$ cat config.mk
export PLATFORM = sky130hd
export DESIGN_NAME = hazard_stall_ctrl
export DESIGN_NICKNAME = d
export VERILOG_FILES = /design/src/rtl/hazard_stall_ctrl.sv
export SDC_FILE = /design/constraint.sdc
export NUM_CORES = 1
export LEC_CHECK = 0
export ABC_AREA = 0
export CELL_PAD_IN_SITES_DETAIL_PLACEMENT = 2
export CELL_PAD_IN_SITES_GLOBAL_PLACEMENT = 2
export CORE_ASPECT_RATIO = 0.75
export CORE_MARGIN = 8
export CORE_UTILIZATION = 29
export DETAILED_ROUTE_END_ITERATION = 7
export HOLD_SLACK_MARGIN = 0.02
export PLACE_DENSITY = 0.82
export SLEW_MARGIN = 10
export SYNTH_ARGS = -nofsm -noshare
export SYNTH_HDL_FRONTEND = slang
export SYNTH_SLANG_ARGS = --single-unit
$ cat constraint.sdc
create_clock -name clock -period 3.01 [get_ports clock]
set_input_delay 0.602 -clock clock [delete_from_list [all_inputs] [get_ports clock]]
set_output_delay 0.602 -clock clock [all_outputs]
set_load 0.02 [all_outputs]
$ cat src/rtl/hazard_stall_ctrl.sv
// Pipeline hazard/stall sequencer for the 5-stage core: per-register enables and
// bubble flushes, single-outstanding cache-fill handshake and stall/miss counters.
module hazard_stall_ctrl #(
  parameter int unsigned CNT_W        = 32,
  parameter int unsigned TO_W         = 8,
  parameter int unsigned FILL_TIMEOUT = 255
) (
  input  logic             clock,
  input  logic             reset,
  input  logic             inMemRead_IDEX,
  input  logic [4:0]       inRt_IDEX,
  input  logic [4:0]       inRs_IFID,
  input  logic [4:0]       inRt_IFID,
  input  logic             inBranchTaken,
  input  logic             inImemHit,
  input  logic             inDmemAccess,
  input  logic             inDmemHit,
  input  logic             inFillDone,
  output logic             outEnPC,
  output logic             outEnIFID,
  output logic             outEnIDEX,
  output logic             outEnEXMEM,
  output logic             outEnMEMWB,
  output logic             outFlushIFID,
  output logic             outFlushIDEX,
  output logic             outFillReq,
  output logic             outFillIsData,
  output logic             outFillError,
  output logic [CNT_W-1:0] outStallCycles,
  output logic [CNT_W-1:0] outMissCount
);

  typedef enum logic [1:0] {RUN, IFILL, DFILL} state_t;

  localparam logic [TO_W-1:0] TO_LAST = TO_W'(FILL_TIMEOUT - 32'd1);

  state_t          state;
  state_t          nextState;
  logic [4:0]      en;          // {PC, IFID, IDEX, EXMEM, MEMWB}
  logic            flushIFID;
  logic            flushIDEX;
  logic            fillStart;
  logic            fillDone;
  logic            loadUse;
  logic            dMiss;
  logic            iMiss;
  logic [TO_W-1:0] toCount;

  assign loadUse  = inMemRead_IDEX && (inRt_IDEX != 5'd0) &&
                    ((inRt_IDEX == inRs_IFID) || (inRt_IDEX == inRt_IFID));
  assign dMiss    = inDmemAccess && !inDmemHit;
  assign iMiss    = !inImemHit;
  assign fillDone = (state != RUN) && inFillDone;

  assign outEnPC      = en[4];
  assign outEnIFID    = en[3];
  assign outEnIDEX    = en[2];
  assign outEnEXMEM   = en[1];
  assign outEnMEMWB   = en[0];
  assign outFlushIFID = flushIFID;
  assign outFlushIDEX = flushIDEX;

  // Next state and same-cycle enables/flushes
  always_comb begin
    en        = 5'b11111;
    flushIFID = 1'b0;
    flushIDEX = 1'b0;
    nextState = state;
    fillStart = 1'b0;
    if (reset) begin
      en        = 5'b00000;
      flushIFID = 1'b1;
      flushIDEX = 1'b1;
    end else begin
      case (state)
        RUN: begin
          if (dMiss) begin
            en        = 5'b00000;
            nextState = DFILL;
            fillStart = 1'b1;
          end else if (inBranchTaken) begin
            flushIFID = 1'b1;
            flushIDEX = 1'b1;
          end else if (loadUse) begin
            en[4]     = 1'b0;
            en[3]     = 1'b0;
            flushIDEX = 1'b1;
            if (iMiss) begin
              nextState = IFILL;
              fillStart = 1'b1;
            end
          end else if (iMiss) begin
            en[4]     = 1'b0;
            flushIFID = 1'b1;
            nextState = IFILL;
            fillStart = 1'b1;
          end
        end
        IFILL: begin
          en[4] = 1'b0;
          // A flush during the data freeze would drop the instruction held in ID/EX
          if (dMiss) begin
            en = 5'b00000;
          end else if (inBranchTaken) begin
            flushIFID = 1'b1;
            flushIDEX = 1'b1;
          end else if (loadUse) begin
            en[3]     = 1'b0;
            flushIDEX = 1'b1;
          end else begin
            flushIFID = 1'b1;
          end
          if (inFillDone) nextState = RUN;
        end
        DFILL: begin
          en = 5'b00000;
          if (inFillDone) nextState = RUN;
        end
        default: nextState = RUN;
      endcase
    end
  end

  // State, fill handshake, timeout and performance counters
  always_ff @(posedge clock) begin
    if (reset) begin
      state          <= RUN;
      outFillReq     <= 1'b0;
      outFillIsData  <= 1'b0;
      outFillError   <= 1'b0;
      toCount        <= '0;
      outStallCycles <= '0;
      outMissCount   <= '0;
    end else begin
      state <= nextState;
      if (fillStart) begin
        outFillReq    <= 1'b1;
        outFillIsData <= (nextState == DFILL);
      end else if (fillDone) begin
        outFillReq <= 1'b0;
      end
      if (fillStart) begin
        toCount <= '0;
      end else if ((state != RUN) && (toCount != '1)) begin
        toCount <= toCount + TO_W'(1);
      end
      if ((state != RUN) && (toCount == TO_LAST)) outFillError <= 1'b1;
      if (!en[4] && (outStallCycles != '1)) outStallCycles <= outStallCycles + CNT_W'(1);
      if (fillDone && (outMissCount != '1)) outMissCount <= outMissCount + CNT_W'(1);
    end
  end

endmodule
Word level (Yosys, flattened, before mapping)

Cells that the tools add are included.
W data, S select, Z words.

Output and inout bits: 74
Memory bits (writable): 0
Input port bits: 23
Memories: 0
Bits in registers: 77
Latch bits: 0
Logic and storage cells: 70
Bits in read-only memories: 0

$lt $le $gt $ge: 0
Reduce and logical (&&, ||, !) cells: 18
Bitwise logic cells: 0
Equal/unequal tests: 9
Shifts and indexed selects: 0
Multiplexer cells: 33
Multiply operators: 0
Divide/modulo/power cells: 0
$add $sub $neg: 3

Operators with widths:

| kind                    | count |
|---|---|
| $add A32 B1 Y32 const B | 2 |
| $ne A32 B32 Y1 const B  | 2 |
| $mux W1                 | 21 |
| $pmux W5 S3             | 1 |
| $mux W2                 | 7 |
| $eq A5 B5 Y1            | 2 |
| $add A8 B1 Y8 const B   | 1 |
| $eq A8 B8 Y1 const B    | 1 |
| $logic_and A1 B1 Y1     | 8 |
| $ne A8 B8 Y1 const B    | 1 |
| $reduce_or A2 Y1        | 3 |
| $mux W5                 | 1 |
| $reduce_bool A5 Y1      | 1 |
| $eq A2 B2 Y1 const B    | 2 |
| $pmux W2 S2             | 1 |
| $reduce_bool A2 Y1      | 2 |
| $mux W3                 | 1 |
| $eq A2 B1 Y1 const B    | 1 |
| $logic_not A1 Y1        | 2 |
| $logic_not A2 Y1        | 1 |
| $pmux W1 S2             | 1 |
| $logic_or A1 B1 Y1      | 1 |

Logic depth before layout (Yosys ltp)

Gate-level depths: netlist (run 1).

Word-level depth: 10
Mapped depth: 11
Mapped depth without buffers: 8

Worst setup path before layout (run 1)

No wires, ideal clock.

Kind: input -> output
From: in inRt_IDEX[1]
To: out outEnPC
Stages on the path: 6
Data required time: 2408 ps
Path slack: 463 ps
Data arrival time: 1945 ps
Path buffers: 2
Cell sequence: or4_1 > o21ai_2 > nor3_1 > a211oi_2 > buf_4 > buf_6

Longest elaborated chain between the ends: 8
Elaborated cells on any way between the ends: 11
Classes of those cells: eq/ne (2); mux (5); reduce/logical (4)

RTL lines:

| what                                                      | line   | text |
|---|---|---|
| start, declared                                           | 11     | `input logic [4:0] inRt_IDEX,` |
| $eq A5 B5 Y1 or $reduce_bool A5 Y1 (tied branches)        | 50, 49 |  |
| $logic_or A1 B1 Y1 or $logic_and A1 B1 Y1 (tied branches) | 50, 49 |  |
| $logic_and A1 B1 Y1 (*)                                   | 49     | `assign loadUse = inMemRead_IDEX && (inRt_IDEX != 5'd0) &&` |
| $mux W1 (*)                                               | 84     | `end else if (loadUse) begin` |
| $mux W2 (*)                                               | 81     | `end else if (inBranchTaken) begin` |
| $mux W2 (*)                                               | 77     | `if (dMiss) begin` |
| $pmux W5 S3 (*)                                           | 75     | `case (state)` |
| $mux W5 (*)                                               | 70     | `if (reset) begin` |
| end, declared                                             | 19     | `output logic outEnPC,` |

Mark *: on every way between the ends. The rest lies on a longest branch, timed or not.

Worst setup path in the final report (run 1)

From: in inRt_IDEX[3]
To: out outEnPC

The elaborated chain is that of the path after synthesis.

==> results of run 1 <==
[sequential cells by signal (all words and copies together) (netlist names)]
signal and cells:
outFillError 1, outStallCycles 32, toCount 8, outFillReq 1
outMissCount 32, state 2, outFillIsData 1
[placed cells by master, fill, tap and decap left out, types with 3 or more instances in the layout]
master and n:
a211oi_1 3, a21oi_1 30, a31oi_1 3, and2_1 4
and3_1 13, and4_1 10, buf_2 3, buf_4 17
clkbuf_16 9, clkdlybuf4s50_1 87, dfxtp_1 77, dlygate4sd2_1 3
ha_1 7, inv_1 10, mux2_1 6, nand2_1 24
nand2b_1 6, nand3_1 31, nand4_1 27, nor2_1 67
nor2b_1 10, nor3_1 11, o21ai_0 16, o31ai_1 14
or3_1 14, or4_1 16, xnor2_1 16, xor2_1 27
[per-stage QoR]
stage | hold WS, ps | worst slack, ps
detailed placement | 475.8 | -535.8
finish | 477.4 | 91.64
global route | 515.5 | 0.7707
floorplan | 479.7 | 463.2
CTS | 483.5 | -12.14
global placement | 452.9 | -459.4
[cell type report]
class                           instances  area, µm²
Timing Repair Buffer                  112       1064
Inverter                               10      37.54
Clock inverter                          3      67.56
Tap cell                              175      219.0
Fill cell                            1530       8159
Multi-Input combinational cell        383       2401
Clock buffer                           13      260.3
Sequential cell                        77       1541
[path summary, 6_finish.rpt]
kind | to | slack [ps] | cells after the start
worst max-delay path | outEnPC | 90 | 6
worst min-delay path | outFillReq$_SDFFE_PP0P_ | 480 | 2
worst max register to register | outStallCycles[10]$_SDFFE_PP0P_ | 390 | 7
worst min register to register | outFillReq$_SDFFE_PP0P_ | 480 | 2
[power by group through the flow]
stage | clock network (mW) | registers [mW] | logic [mW]
2_1_floorplan | 0 | 1.07 | 0.143
3_3_place_gp | 0 | 1.07 | 0.252
3_5_place_dp | 0 | 1.07 | 0.264
4_1_cts | 1.24 | 1.05 | 0.264
5_1_grt | 1.28 | 1.05 | 0.289
6_report | 1.21 | 1.05 | 0.260
[routing by layer]
layer	up-vias	part of all wire [%]	GRT usage, %
li1	1972	-	-
met1	2009	46	19.18
met2	80	47	27.61
met3	16	5.6	5.527
met4	0	1.2	4.809
met5	-	0	0
[logic make-up (layout without fill, tap and decap cells)]
group	count (synthesis)	in the layout	share of synthesized area, %
AOI/OAI and AO/OA	79	79	11.73
xor gates and xnor gates	43	43	9.191
adders and majority gates	7	7	2.137
buffers and inverters	35	138	4.610
DFF	77	77	37.62
muxes	9	9	2.534
and+or+nand+nor	245	245	32.18
[tightest hold or removal path, stage by stage, from the launching register on]
cell and delay [ps]:
dfxtp_1 310, nand2_1 60, a21oi_1 60
[what timing repair did]
action	CTS	global route
setup endpoints to repair	4	16
pin swaps	1	1
resized for setup	24	5
==> impl_metrics.json, run 1 <==
{
  "postCtsHoldBufs": 0,
  "vias_per_cell": 5.274,
  "min_path_type": "flop to flop",
  "worstHoldStart": "outFillReq$_SDFFE_PP0P_",
  "grt_pass1_vias": 4661,
  "final.min_clock_period_ps": 2918,
  "grt.total_usage_pct": 16.26,
  "clock_skew_ps": 11.90,
  "status": "complete, no violations",
  "place_congestion": 0.7925,
  "cp_slowest_stage_delay_ps": 510,
  "worstPathCellList": "clkdlybuf4s50_1 > or4_1 > o21ai_2 > nor3_1 > a211oi_4 > buf_6",
  "ir_worst_vdd_v": 0.0002909,
  "boundaryPins": 97,
  "final_hold_viol_count": 0,
  "cts_tree": "built",
  "avgSynthCellArea_um2": 8.278,
  "clockRootBuffer": "clkbuf_16",
  "yosysTopAreaCell": "dfxtp_1",
  "die_w_um": 153.3,
  "diodes": 0,
  "stdcell_count": 773,
  "seq_power_share_pct": 41.6,
  "placed_area_um2": 5249,
  "drt_wl_total_mm": 14.53,
  "routedWlPerCell_um": 18.79,
  "rsz0062_at_grt": "false",
  "switching_power_mw": 0.6024,
  "synth_cell_types": 49,
  "combPwrFrac_pct": 10.3,
  "drive_above_1_share_pct": 8.361,
  "ys_seq_area_share_pct": 37.62,
  "overflow": 0,
  "crit_family": "buffers and inverters",
  "max_slew_margin_pct": 54.39,
  "synth_commonest_cells": "dfxtp_1 (77), nor2_1 (68), a21oi_1 (31), nand3_1 (31)",
  "place_hpwl_mm": 10.87,
  "grt_pass1_wl_mm": 24.41,
  "finalPower_mw": 2.516,
  "maxCapViolations": 0,
  "min_period_over_period_pct": 96.96,
  "fmax_ghz": 0.3427,
  "placedCellCount": 757,
  "cts_max_level": 3,
  "synthTopCellsByArea": "dfxtp_1 (38%), nor2_1 (6.2%), xor2_1 (5.8%)",
  "syn2layout_area_growth_pct": 36.43,
  "synth.most_common_cell": "dfxtp_1",
  "drt_iter0_markers": 160,
  "mappedNetlistNets": 525,
  "cp-startpoint": "inRt_IDEX[3]",
  "final_max_slew_viol_count": 0,
  "crit_path_end_kind": "output pin",
  "grt_max_degree": 51,
  "rows": 37,
  "cts_sinks": 77,
  "tns_ps": 0,
  "pwr-share-clk_pct": 48.1,
  "cts_buffers": 9,
  "fin_nets": 623,
  "tightest_slew_ps": 682.2,
  "syn_area_um2": 4098,
  "drt_pre_antenna_iters": 4,
  "crit_buf_inv": 2,
  "synth-main-ff-cell": "dfxtp_1",
  "ys_async_sr_fraction_pct": 0,
  "setup_viol": 0,
  "synthCells": 495,
  "num_vias": 4077,
  "yosysTopAreaCellShare_pct": 37.62,
  "die_y_um": 118.9,
  "drc": 0,
  "synth_edf_count": 0,
  "swShare_pct": 23.94,
  "die_area_um2": 18230,
  "final_util_pct": 40.66,
  "reg2reg_from": "outStallCycles[12]$_SDFFE_PP0P_",
  "critical-path-slowest-cell": "or4_1",
  "cellPowerDensity_nw_per_um2": 450.1,
  "p_leak_nw": 1.905,
  "io_buffers": 96,
  "core_um2": 13750,
  "clockBufferDepth": 2,
  "worstSkewPairLatency_ps": 340,
  "synth_warnings": 0,
  "antenna_found_initial": 0,
  "post-cts-setup-buffer-count": 0,
  "crit_fanout": 3,
  "path_class": "primary input to output pin",
  "start_util_pct": 29.80,
  "crit_required_ps": 2410,
  "clkTransAtPathRegs_ps": 50,
  "p_int_mw": 1.914,
  "ys_ff_latch": 77,
  "final_area_um2": 5590,
  "startpoint_type": "primary input",
  "drt.antenna.violating_nets": 0,
  "cp_data_arrival_time_ps": 2320
}
No activity file was read; power rests on OpenSTA's default activity.
==> run 2: changes to the inputs <==
--- a/config.mk
+++ b/config.mk
@@ -12,6 +12,7 @@
 export CORE_MARGIN = 8
 export CORE_UTILIZATION = 29
 export DETAILED_ROUTE_END_ITERATION = 7
+export GPL_TIMING_DRIVEN = 0
 export HOLD_SLACK_MARGIN = 0.02
 export PLACE_DENSITY = 0.82
 export SLEW_MARGIN = 10
==> impl_metrics.json, run 2 (same netlist as run 1, synthesis figures left out) <==
{
  "setup_viol": 0,
  "grt_pass1_vias": 4725,
  "crit_path_end_kind": "output pin",
  "drive_above_1_share_pct": 8.511,
  "tightest_slew_ps": 855.2,
  "diodes": 0,
  "cellPowerDensity_nw_per_um2": 447.2,
  "clock_skew_ps": 4.505,
  "min_path_type": "flop to flop",
  "fmax_ghz": 0.3453,
  "grtUsageMet2_pct": 30.01,
  "p_leak_nw": 1.962,
  "final_max_slew_viol_count": 0,
  "met3_usage_pct": 4.444,
  "maxCapViolations": 0,
  "finalPower_mw": 2.542,
  "drc": 0,
  "routedWlPerCell_um": 19.81,
  "cts_tree": "built",
  "antenna_found_initial": 0,
  "crit_required_ps": 2410,
  "syn2layout_area_growth_pct": 38.69,
  "cts_sinks": 77,
  "io_buffers": 96,
  "vias_per_cell": 5.321,
  "rsz0062_at_grt": "false",
  "max_slew_margin_pct": 42.99,
  "clockRootBuffer": "clkbuf_16",
  "rows": 37,
  "tns_ps": 0,
  "cts_max_level": 3,
  "min_period_over_period_pct": 96.21,
  "die_w_um": 153.3,
  "clkTransAtPathRegs_ps": 60,
  "drt_iter0_markers": 159,
  "grt_util_met1_pct": 20.82,
  "num_vias": 4182,
  "final_util_pct": 41.33,
  "path_class": "primary input to output pin",
  "clockBufferDepth": 2,
  "drt.antenna.violating_nets": 0,
  "placed_area_um2": 5278,
  "final_area_um2": 5683,
  "drt_wl_total_mm": 15.57,
  "worstSkewPairLatency_ps": 340,
  "postCtsHoldBufs": 0,
  "die_y_um": 118.9,
  "startpoint_type": "primary input",
  "die_area_um2": 18230,
  "reg_top3": "outMissCount x32, outStallCycles x32, toCount x8",
  "overflow": 0,
  "place_congestion": 0.8006,
  "cts_buffers": 9,
  "place_hpwl_mm": 11.92,
  "boundaryPins": 97,
  "grt.busiest_layer": "met2",
  "mostFrequentLayoutCell": "clkdlybuf4s50_1",
  "final_cell_mix": "clkdlybuf4s50_1 (84), dfxtp_1 (77), nor2_1 (68)",
  "final_hold_viol_count": 0,
  "core_um2": 13750,
  "cp_data_arrival_time_ps": 2290,
  "status": "complete, no violations",
  "grt_max_degree": 13,
  "crit_fanout": 3,
  "start_util_pct": 29.80,
  "grt_pass1_wl_mm": 25.80,
  "grt.total_usage_pct": 17.23,
  "final.min_clock_period_ps": 2896,
  "drt_pre_antenna_iters": 5,
  "fin_nets": 636,
  "ir_worst_vdd_v": 0.0002634
}
## run 2: layout make-up
cell class	count	area, µm²
multi-input cells	383	2424
flip-flops and latches	77	1541
inverters	10	37.54
well taps	175	219.0
fillers	1536	8066
clock inverters	4	70.07
repair buffers	101	977.2
clock buffers	12	256.5
plain buffers	24	157.7
## run 2: critical path, cell delays in order
cell,delay [ps]
clkdlybuf4s50_1,480
xnor2_1,120
nand3_1,110
o22ai_2,180
or3b_4,430
a21oi_4,150
nor2_1,50
buf_4,160
## run 2: path summary, 6_finish.rpt
check                                          to  cells after the start  slack [ps]                       startpoint
setup / recovery                        outEnIFID                      8         110                     inRs_IFID[4]
hold / removal    outStallCycles[30]$_SDFFE_PP0P_                      1         490  outStallCycles[30]$_SDFFE_PP0P_
setup reg to reg    outMissCount[20]$_SDFFE_PP0P_                      8         210              state[1]$_SDFF_PP0_
hold reg to reg   outStallCycles[30]$_SDFFE_PP0P_                      1         490  outStallCycles[30]$_SDFFE_PP0P_
## run 2: layer usage
| metal | wire, µm | up-vias |
|---|---|---|
| met1 | 7161 | 2084 |
| li1 | - | 2011 |
| met4 | 121 | 0 |
| met2 | 7519 | 78 |
| met5 | 0 | - |
| met3 | 764 | 9 |
## run 2: repair_timing
item / CTS / global route
gates resized for setup: 38 / 4
pin swaps: 5 / 5
endpoints found under the setup margin: 7 / 5
buffers inserted: 3 / 2
## run 2: power by group
part | internal [mW] | switching [mW]
sequential | 1.03 | 0.0157
clock | 0.769 | 0.434
combinational | 0.121 | 0.171
## run 2: through the flow
step,hold WS [ps],setup WS (ps),cells
global placement,455.4,-1022,766
floorplan,479.7,463.2,495
detailed placement,479.1,-1050,766
CTS,496.3,32.20,784
global route,517.2,6.395,786
finish,488.6,114.2,786
==> run 3: changes to the inputs <==
--- a/config.mk
+++ b/config.mk
@@ -10,11 +10,11 @@
 export CELL_PAD_IN_SITES_GLOBAL_PLACEMENT = 2
 export CORE_ASPECT_RATIO = 0.75
 export CORE_MARGIN = 8
-export CORE_UTILIZATION = 29
+export CORE_UTILIZATION = 31
 export DETAILED_ROUTE_END_ITERATION = 7
 export GPL_TIMING_DRIVEN = 0
 export HOLD_SLACK_MARGIN = 0.02
-export PLACE_DENSITY = 0.82
+export PLACE_DENSITY = 0.87
 export SLEW_MARGIN = 10
 export SYNTH_ARGS = -nofsm -noshare
 export SYNTH_HDL_FRONTEND = slang
==> constraint.sdc (replaced) <==
create_clock -name clock -period 3.6 [get_ports clock]
set_input_delay 0.72 -clock clock [delete_from_list [all_inputs] [get_ports clock]]
set_output_delay 0.72 -clock clock [all_outputs]
set_load 0.05 [all_outputs]
==> impl_metrics.json, run 3 (same netlist as run 1, synthesis figures left out) <==
{
  "max_slew_margin_pct": 43.94,
  "crit_required_ps": 2880,
  "tightest_slew_ps": 840.9,
  "grt_max_degree": 13,
  "final_hold_viol_count": 0,
  "overflow": 0,
  "tns_ps": 0,
  "worstSkewPairLatency_ps": 340,
  "seq_power_share_pct": 41.4,
  "drt_wl_total_mm": 15.80,
  "cts_max_level": 3,
  "pwr-share-clk_pct": 45.6,
  "cts_buffers": 9,
  "die_w_um": 148.8,
  "clock_skew_ps": 4.471,
  "cts_sinks": 77,
  "die_area_um2": 17190,
  "cp_data_arrival_time_ps": 2820,
  "combPwrFrac_pct": 13.0,
  "rows": 36,
  "io_buffers": 96,
  "status": "complete, no violations",
  "antenna_found_initial": 0,
  "rsz0062_at_grt": "true",
  "p_leak_nw": 1.927,
  "path_class": "primary input to output pin",
  "maxCapViolations": 0,
  "fmax_ghz": 0.2828,
  "drc": 0,
  "startpoint_type": "primary input",
  "place_hpwl_mm": 11.89,
  "postCtsHoldBufs": 0,
  "grt_pass1_vias": 4729,
  "cellPowerDensity_nw_per_um2": 375.6,
  "stdcell_count": 780,
  "final_cell_mix": "clkdlybuf4s50_1 (88), dfxtp_1 (77), nor2_1 (68)",
  "min_path_type": "flop to flop",
  "drt_pre_antenna_iters": 4,
  "grt.total_usage_pct": 18.94,
  "routedWlPerCell_um": 20.26,
  "swShare_pct": 26.15,
  "vias_per_cell": 5.435,
  "clockRootBuffer": "clkbuf_16",
  "p_int_mw": 1.562,
  "r2r_setup_slack_ps": 750,
  "ir_worst_vdd_v": 0.0002358,
  "layout_setup_ws_ps": 64.23,
  "final_max_slew_viol_count": 0,
  "final.min_clock_period_ps": 3536,
  "place_congestion": 0.8293,
  "reg_top3": "outMissCount x32, outStallCycles x32, toCount x8",
  "place_ws_ps": -787.0,
  "timing.hold.ws_ps": 476.4,
  "setup_viol": 0,
  "syn2layout_area_growth_pct": 37.37,
  "boundaryPins": 97,
  "drive_above_1_share_pct": 8.210,
  "clockBufferDepth": 2,
  "num_vias": 4239,
  "diodes": 0,
  "switching_power_mw": 0.5528,
  "crit_fanout": 10,
  "fin_nets": 636,
  "start_util_pct": 31.70,
  "drt.antenna.violating_nets": 0,
  "die_y_um": 115.6,
  "final_util_pct": 43.54,
  "crit_path_end_kind": "output pin",
  "cts_tree": "built",
  "grt_pass1_wl_mm": 25.83,
  "mostFrequentLayoutCell": "clkdlybuf4s50_1",
  "clkTransAtPathRegs_ps": 60,
  "placedCellCount": 762,
  "core_um2": 12930,
  "min_period_over_period_pct": 98.22,
  "drt_iter0_markers": 121
}
## run 3: critical path, stage by stage
cell,delay (ps)
clkdlybuf4s50_1,480
or4_4,560
o21ai_2,200
nor3_1,100
a211oi_2,250
buf_6,170
buf_6,150
buf_6,170
## run 3: worst paths after layout
path / from / to / cells after the start
worst min register to register: outFillError$_SDFFE_PP0P_ / outFillError$_SDFFE_PP0P_ / 2
worst max-delay path: inRt_IDEX[1] / outEnPC / 8
worst min-delay path: outFillError$_SDFFE_PP0P_ / outFillError$_SDFFE_PP0P_ / 2
worst max register to register: outStallCycles[11]$_SDFFE_PP0P_ / outStallCycles[1]$_SDFFE_PP0P_ / 9
## run 3: cell type report
class | count | area, µm²
buffer | 25 | 161.4
multi-input combinational | 383 | 2390
inverter | 10 | 37.54
fill | 1425 | 7298
tap | 171 | 214.0
clock inverter | 5 | 77.57
clock buffer | 9 | 225.2
timing repair buffer | 100 | 982.2
sequential | 77 | 1541
## run 3: stage by stage
stage | cell area, µm² | power (mW)
floorplan | 4098 | 1.051
global placement | 5273 | 1.146
detailed placement | 5273 | 1.160
CTS | 5593 | 2.133
global route | 5629 | 2.198
finish | 5629 | 2.114
## run 3: what timing repair did
item                                    in CTS  in global routing
pin swaps                                    0                  3
setup buffers                                0                  4
gates resized for setup                     27                  5
endpoints found under the setup margin       7                  5
## run 3: routing by layer
| metal | up-vias | track usage (%) | part of all wire, % |
|---|---|---|---|
| met5 | - | 0 | 0 |
| met4 | 0 | 7.109 | 1.4 |
| met3 | 22 | 4.253 | 4.3 |
| met2 | 83 | 33.32 | 51 |
| met1 | 2129 | 22.21 | 44 |
| li1 | 2005 | - | - |
## run 3: power groups by stage
stage                     clock, mW  combinational, mW  sequential, mW
after global placement            0              0.254           0.893
after floorplan                   0              0.138           0.913
after CTS                     0.989              0.269           0.875
after detailed placement          0              0.266           0.894
after global routing           1.03              0.297           0.876
final                         0.965              0.275           0.875
